<file path="src/rtl/fas_peak_scan.sv">
// Spectrum peak scanner: snapshots one frame of NBINS complex bins, scans |X|^2 one bin
// per cycle and reports the peak index/magnitude, a threshold hit, overrun and frame count.
module fas_peak_scan #(
    parameter int unsigned NBINS = 16,
    parameter int unsigned DW    = 16,
    parameter int unsigned IW    = $clog2(NBINS),
    parameter int unsigned FCW   = 8
) (
    input  logic                  clk,
    input  logic                  rst,
    input  logic                  fft_valid,
    input  logic [NBINS*2*DW-1:0] fft_d,
    input  logic [2*DW-1:0]       thr,
    output logic                  done,
    output logic [IW-1:0]         freq,
    output logic [2*DW-1:0]       peak_mag,
    output logic                  peak_hit,
    output logic                  busy,
    output logic                  overrun,
    output logic [FCW-1:0]        frame_cnt
);

    localparam int unsigned BW = 2 * DW;
    localparam int unsigned FW = NBINS * BW;

    typedef enum logic [1:0] {
        S_IDLE,
        S_SCAN,
        S_DONE
    } state_e;

    state_e          state_q, state_d;
    logic [FW-1:0]   snap_q, snap_d;
    logic [IW-1:0]   idx_q, idx_d;
    logic [IW-1:0]   best_idx_q, best_idx_d;
    logic [BW-1:0]   best_mag_q, best_mag_d;
    logic            done_q, done_d;
    logic [IW-1:0]   freq_q, freq_d;
    logic [BW-1:0]   peak_mag_q, peak_mag_d;
    logic            peak_hit_q, peak_hit_d;
    logic            busy_q, busy_d;
    logic            overrun_q, overrun_d;
    logic [FCW-1:0]  frame_cnt_q, frame_cnt_d;

    logic [BW-1:0]        bin_c;
    logic signed [DW-1:0] re_c, im_c;
    logic signed [BW-1:0] sq_re_c, sq_im_c;
    logic [BW-1:0]        mag_c;

    // Squares are non-negative, so their sum (max 2^(2DW-1)) fits unsigned in BW bits.
    always_comb begin
        bin_c   = snap_q[32'(idx_q) * BW +: BW];
        re_c    = signed'(bin_c[BW-1:DW]);
        im_c    = signed'(bin_c[DW-1:0]);
        sq_re_c = re_c * re_c;
        sq_im_c = im_c * im_c;
        mag_c   = unsigned'(sq_re_c) + unsigned'(sq_im_c);
    end

    always_comb begin
        state_d     = state_q;
        snap_d      = snap_q;
        idx_d       = idx_q;
        best_idx_d  = best_idx_q;
        best_mag_d  = best_mag_q;
        done_d      = 1'b0;
        freq_d      = freq_q;
        peak_mag_d  = peak_mag_q;
        peak_hit_d  = peak_hit_q;
        overrun_d   = overrun_q;
        frame_cnt_d = frame_cnt_q;

        unique case (state_q)
            S_IDLE: begin
                if (fft_valid) begin
                    state_d    = S_SCAN;
                    snap_d     = fft_d;
                    idx_d      = '0;
                    best_idx_d = '0;
                    best_mag_d = '0;
                end
            end
            S_SCAN: begin
                if (fft_valid) begin
                    overrun_d = 1'b1;
                end
                // Strict compare keeps the lowest index on ties.
                if (mag_c > best_mag_q) begin
                    best_idx_d = idx_q;
                    best_mag_d = mag_c;
                end
                idx_d = idx_q + IW'(1);
                if (idx_q == IW'(NBINS - 1)) begin
                    state_d = S_DONE;
                end
            end
            S_DONE: begin
                done_d      = 1'b1;
                freq_d      = best_idx_q;
                peak_mag_d  = best_mag_q;
                peak_hit_d  = (best_mag_q >= thr);
                frame_cnt_d = frame_cnt_q + FCW'(1);
                if (fft_valid) begin
                    state_d    = S_SCAN;
                    snap_d     = fft_d;
                    idx_d      = '0;
                    best_idx_d = '0;
                    best_mag_d = '0;
                end else begin
                    state_d = S_IDLE;
                end
            end
            default: state_d = S_IDLE;
        endcase

        busy_d = (state_d != S_IDLE);
    end

    always_ff @(posedge clk or posedge rst) begin
        if (rst) begin
            state_q     <= S_IDLE;
            snap_q      <= '0;
            idx_q       <= '0;
            best_idx_q  <= '0;
            best_mag_q  <= '0;
            done_q      <= 1'b0;
            freq_q      <= '0;
            peak_mag_q  <= '0;
            peak_hit_q  <= 1'b0;
            busy_q      <= 1'b0;
            overrun_q   <= 1'b0;
            frame_cnt_q <= '0;
        end else begin
            state_q     <= state_d;
            snap_q      <= snap_d;
            idx_q       <= idx_d;
            best_idx_q  <= best_idx_d;
            best_mag_q  <= best_mag_d;
            done_q      <= done_d;
            freq_q      <= freq_d;
            peak_mag_q  <= peak_mag_d;
            peak_hit_q  <= peak_hit_d;
            busy_q      <= busy_d;
            overrun_q   <= overrun_d;
            frame_cnt_q <= frame_cnt_d;
        end
    end

    assign done      = done_q;
    assign freq      = freq_q;
    assign peak_mag  = peak_mag_q;
    assign peak_hit  = peak_hit_q;
    assign busy      = busy_q;
    assign overrun   = overrun_q;
    assign frame_cnt = frame_cnt_q;

endmodule

</file>
<file path="config.mk">
export PLATFORM = sky130hd
export DESIGN_NAME = fas_peak_scan
export DESIGN_NICKNAME = d
export VERILOG_FILES = /design/src/rtl/fas_peak_scan.sv
export SDC_FILE = /design/constraint.sdc
export NUM_CORES = 2
export LEC_CHECK = 0
export BUFFER_PORTS_ARGS = -buffer_cell sky130_fd_sc_hd__buf_2
export CAP_MARGIN = 30
export CORE_ASPECT_RATIO = 0.8
export CORE_MARGIN = 10
export CORE_UTILIZATION = 60
export DETAILED_ROUTE_END_ITERATION = 8
export GPL_TIMING_DRIVEN = 0
export PLACE_DENSITY = 0.81
export SLEW_MARGIN = 20
export SYNTH_ARGS = -nofsm -noshare
export SYNTH_HDL_FRONTEND = slang
export SYNTH_SLANG_ARGS = --single-unit
</file>
<file path="constraint.sdc">
create_clock -name clk -period 20.3 [get_ports clk]
set_input_delay 1.015 -clock clk [delete_from_list [all_inputs] [get_ports clk]]
set_output_delay 1.015 -clock clk [all_outputs]
set_load 0.01 [all_outputs]
</file>
==> results_dict.tcl <==
set metrics [dict create \
    status "completed" \
    syn-mean-instance-area_um2 9.472 \
    fin_crit_ns 12.66 \
    synth_top_area_cell "dfrtp_1" \
    ys_ff_latch 602 \
    r2r-end "best_mag_q[31]" \
    syn_nets 6086 \
    finalClockSkew_ns 0.07220 \
    path_common_cell "fa_1" \
    ios 595 \
    drc 0 \
    critical_path_class "flip-flop to flip-flop" \
    area_growth_pct 14.52 \
    drt_iter0_drc 4649 \
    viasPerCell 5.825 \
    grt-ovfl-total 0 \
    grt_pass1_vias 39570 \
    clk_path_buf_depth 3 \
    die_area_um2 87310 \
    cts.sinks 602 \
    synthDistinctLibCells 66 \
    yosysWarnings 0 \
    drt_wl_total_mm 167.1 \
    via_count 38030 \
    min_from "frame_cnt[7]" \
    yosysTopAreaCellShare 0.3311 \
    cp.required_ns 20.78 \
    place_congestion 1.032 \
    cts.clk_slew.worst_paths_ns 0.07 \
    fmax_mhz 78.99 \
    synthFlopType "dfrtp_1" \
    fp.dieW_um 327.9 \
    hp-class "flip-flop to flip-flop" \
    insertion_delay_ns 0.68 \
    antenna_found_initial 11 \
    cpPeakStageDelay_ns 0.88 \
    worstHoldEndpoint "frame_cnt[7]" \
    timing.rr.start "idx_q[1]" \
    grt_use_total 0.3846 \
    min_path_cells 1 \
    syn_area_um2 45500 \
    fp.coreArea_um2 75330 \
    grt_pass1_wl_mm 247.5 \
    crit_fanout 10 \
    critPathLaunchType "flip-flop" \
    hold_viol 0 \
    start_util 0.6039 \
    post_cts_buffers 0 \
    slowest_stage "fa_1" \
    cts-root-buf "clkbuf_16" \
    first_pass_iters 7 \
    place_ws_ns 8.094 \
    fin_crit_sh 0.6237 \
    numPortBuffers 594 \
    die_y_um 266.3 \
    synth.area.top_cells "dfrtp_1, fa_1, nand2_1, mux4_2, ha_1" \
    htreeDepth 2 \
    slew_headroom 0.3471 \
    dp.final_hpwl_mm 136.1 \
    finalMaxSlewViolations 0 \
    final_nets 6745 \
    reg2reg_depth 35 \
    setup_viol 0 \
    routedWlPerCell_um 25.60 \
    synth_enable_flop_cells 0 \
    ys_seq_area_frac 0.3311 \
    tritoncts "yes" \
    synth_cells 4803 \
    cts_hold_buf 0 \
    layout-drive-gt1-share 0.1858 \
    rsz0062_at_grt "no" \
    arrival_ns 13.14 \
    numCtsBuffers 57 \
    grt_max_degree 101 \
    cts_resized 0 \
    row_count 90 \
    worst_pin_slew_ns 0.9794 \
    ff2ff_setup_slack_ns 7.64 \
    antenna_left 0 \
    synth_async_sr_flop_share 1.000 \
    setup_slack_ns 7.640 \
    drv_cap 0 \
    cp-end-kind "flip-flop" \
]
[registers in the layout (all words and copies together), names as in the netlist]
name	flops
snap_q	512
frame_cnt	8
state_q	2
busy	1
freq	4
best_idx_q	4
peak_hit	1
peak_mag	32
best_mag_q	32
overrun	1
idx_q	4
done	1
[cell families after synthesis]
kind of cell	count (synthesis)	share of synthesized area
adders and majority gates	736	0.2880
AOI/OAI and AO/OA	190	0.02747
muxes	174	0.07887
buffers and inverters	952	0.08336
xor gates and xnor gates	70	0.01381
DFF	602	0.3311
and+or+nand+nor	2079	0.1773
[critical path, delay by kind of cell (launching register included)]
kind | cells | cell delay [ns]
AND/OR/NAND/NOR | 7 | 1.51
adder cells (fa/ha/maj) | 9 | 4.84
multiplexers | 2 | 0.82
AO/OA/AOI/OAI | 3 | 0.92
buffers and inverters | 8 | 2.31
XOR/XNOR | 6 | 1.60
flip-flops | 1 | 0.43
[metal layers]
layer  GRT usage  part of all wire  vias up
li1            -                 -    15920
met2      0.5594              0.42     2798
met1      0.4945              0.37    18780
met4      0.1698             0.055        8
met3      0.1707              0.16      527
met5           0           0.00033        -
[through the flow]
stage / utilization / cells / hold WS, ns / TNS [ns] / area [µm²]
3_5_place_dp: 0.6625 / 6415 / 0.4577 / 0 / 49910
6_report: 0.6916 / 6529 / 0.4711 / 0 / 52100
3_3_place_gp: 0.6602 / 6409 / 0.4380 / -2200.43 / 49740
2_1_floorplan: - / 4803 / 0.4384 / 0 / 45500
4_1_cts: 0.6914 / 6523 / 0.4732 / 0 / 52090
5_1_grt: 0.6914 / 6524 / 0.4885 / 0 / 52090
[layout make-up]
| class | instances | area, µm² |
|---|---|---|
| repair buffers | 600 | 3138 |
| inverters | 746 | 2809 |
| plain buffers | 206 | 992.2 |
| clock buffers | 75 | 1644 |
| diodes | 6 | 15.01 |
| flip-flops and latches | 602 | 15060 |
| multi-input cells | 3249 | 26640 |
| well taps | 1012 | 1266 |
| fillers | 5718 | 23230 |
| clock inverters | 33 | 534.3 |
[cell usage after synthesis, types with 4 or more instances]
cell type,number
nand3_1,32
o211ai_1,5
o21a_1,18
buf_1,8
xor2_1,17
buf_4,10
or2_2,4
o21ai_2,7
and2_1,10
buf_6,16
nor2_1,166
ha_1,217
inv_1,697
nand2b_1,11
mux2_1,8
o21bai_1,5
a211oi_1,5
nor2b_1,8
dfrtp_1,602
nand4_1,15
inv_2,42
buf_2,39
xnor2_1,51
mux2_2,18
nand2_2,20
a21o_1,28
nand2_1,1798
o21ai_0,67
mux4_2,145
clkinv_1,6
clkbuf_1,132
a21oi_1,31
fa_1,519
[cell usage in the layout, fill, tap and decap left out, types with 10 or more instances in the layout]
cell,netlist,routed
bufinv_16,0,12
o21a_1,18,18
nand4_1,15,15
nand2b_1,11,11
nand3_1,32,32
clkinv_2,1,13
and2_1,10,10
clkbuf_16,0,57
buf_6,16,16
dfrtp_1,602,602
fa_1,519,519
ha_1,217,217
nor2_1,166,166
clkbuf_1,132,135
o21ai_0,67,67
inv_1,697,696
clkbuf_8,0,15
a21o_1,28,28
buf_2,39,634
xor2_1,17,17
nand2_2,20,20
mux2_2,18,18
mux4_2,145,145
buf_4,10,10
xnor2_1,51,51
nand2_1,1798,1798
inv_2,42,42
a21oi_1,31,31
[how the worst max path moves through the flow]
stage,start,endpoint,cells past startpoint
2_1_floorplan,rst,best_idx_q[0],1
3_3_place_gp,rst,snap_q[248],2
3_5_place_dp,idx_q[1],best_mag_q[31],36
4_1_cts,idx_q[1],best_mag_q[31],36
5_1_grt,idx_q[1],best_idx_q[0],36
6_report,idx_q[1],best_mag_q[31],35
Power is not shown: default switching activity piles up to over one toggle a cycle in this logic, so the estimate is an artifact.
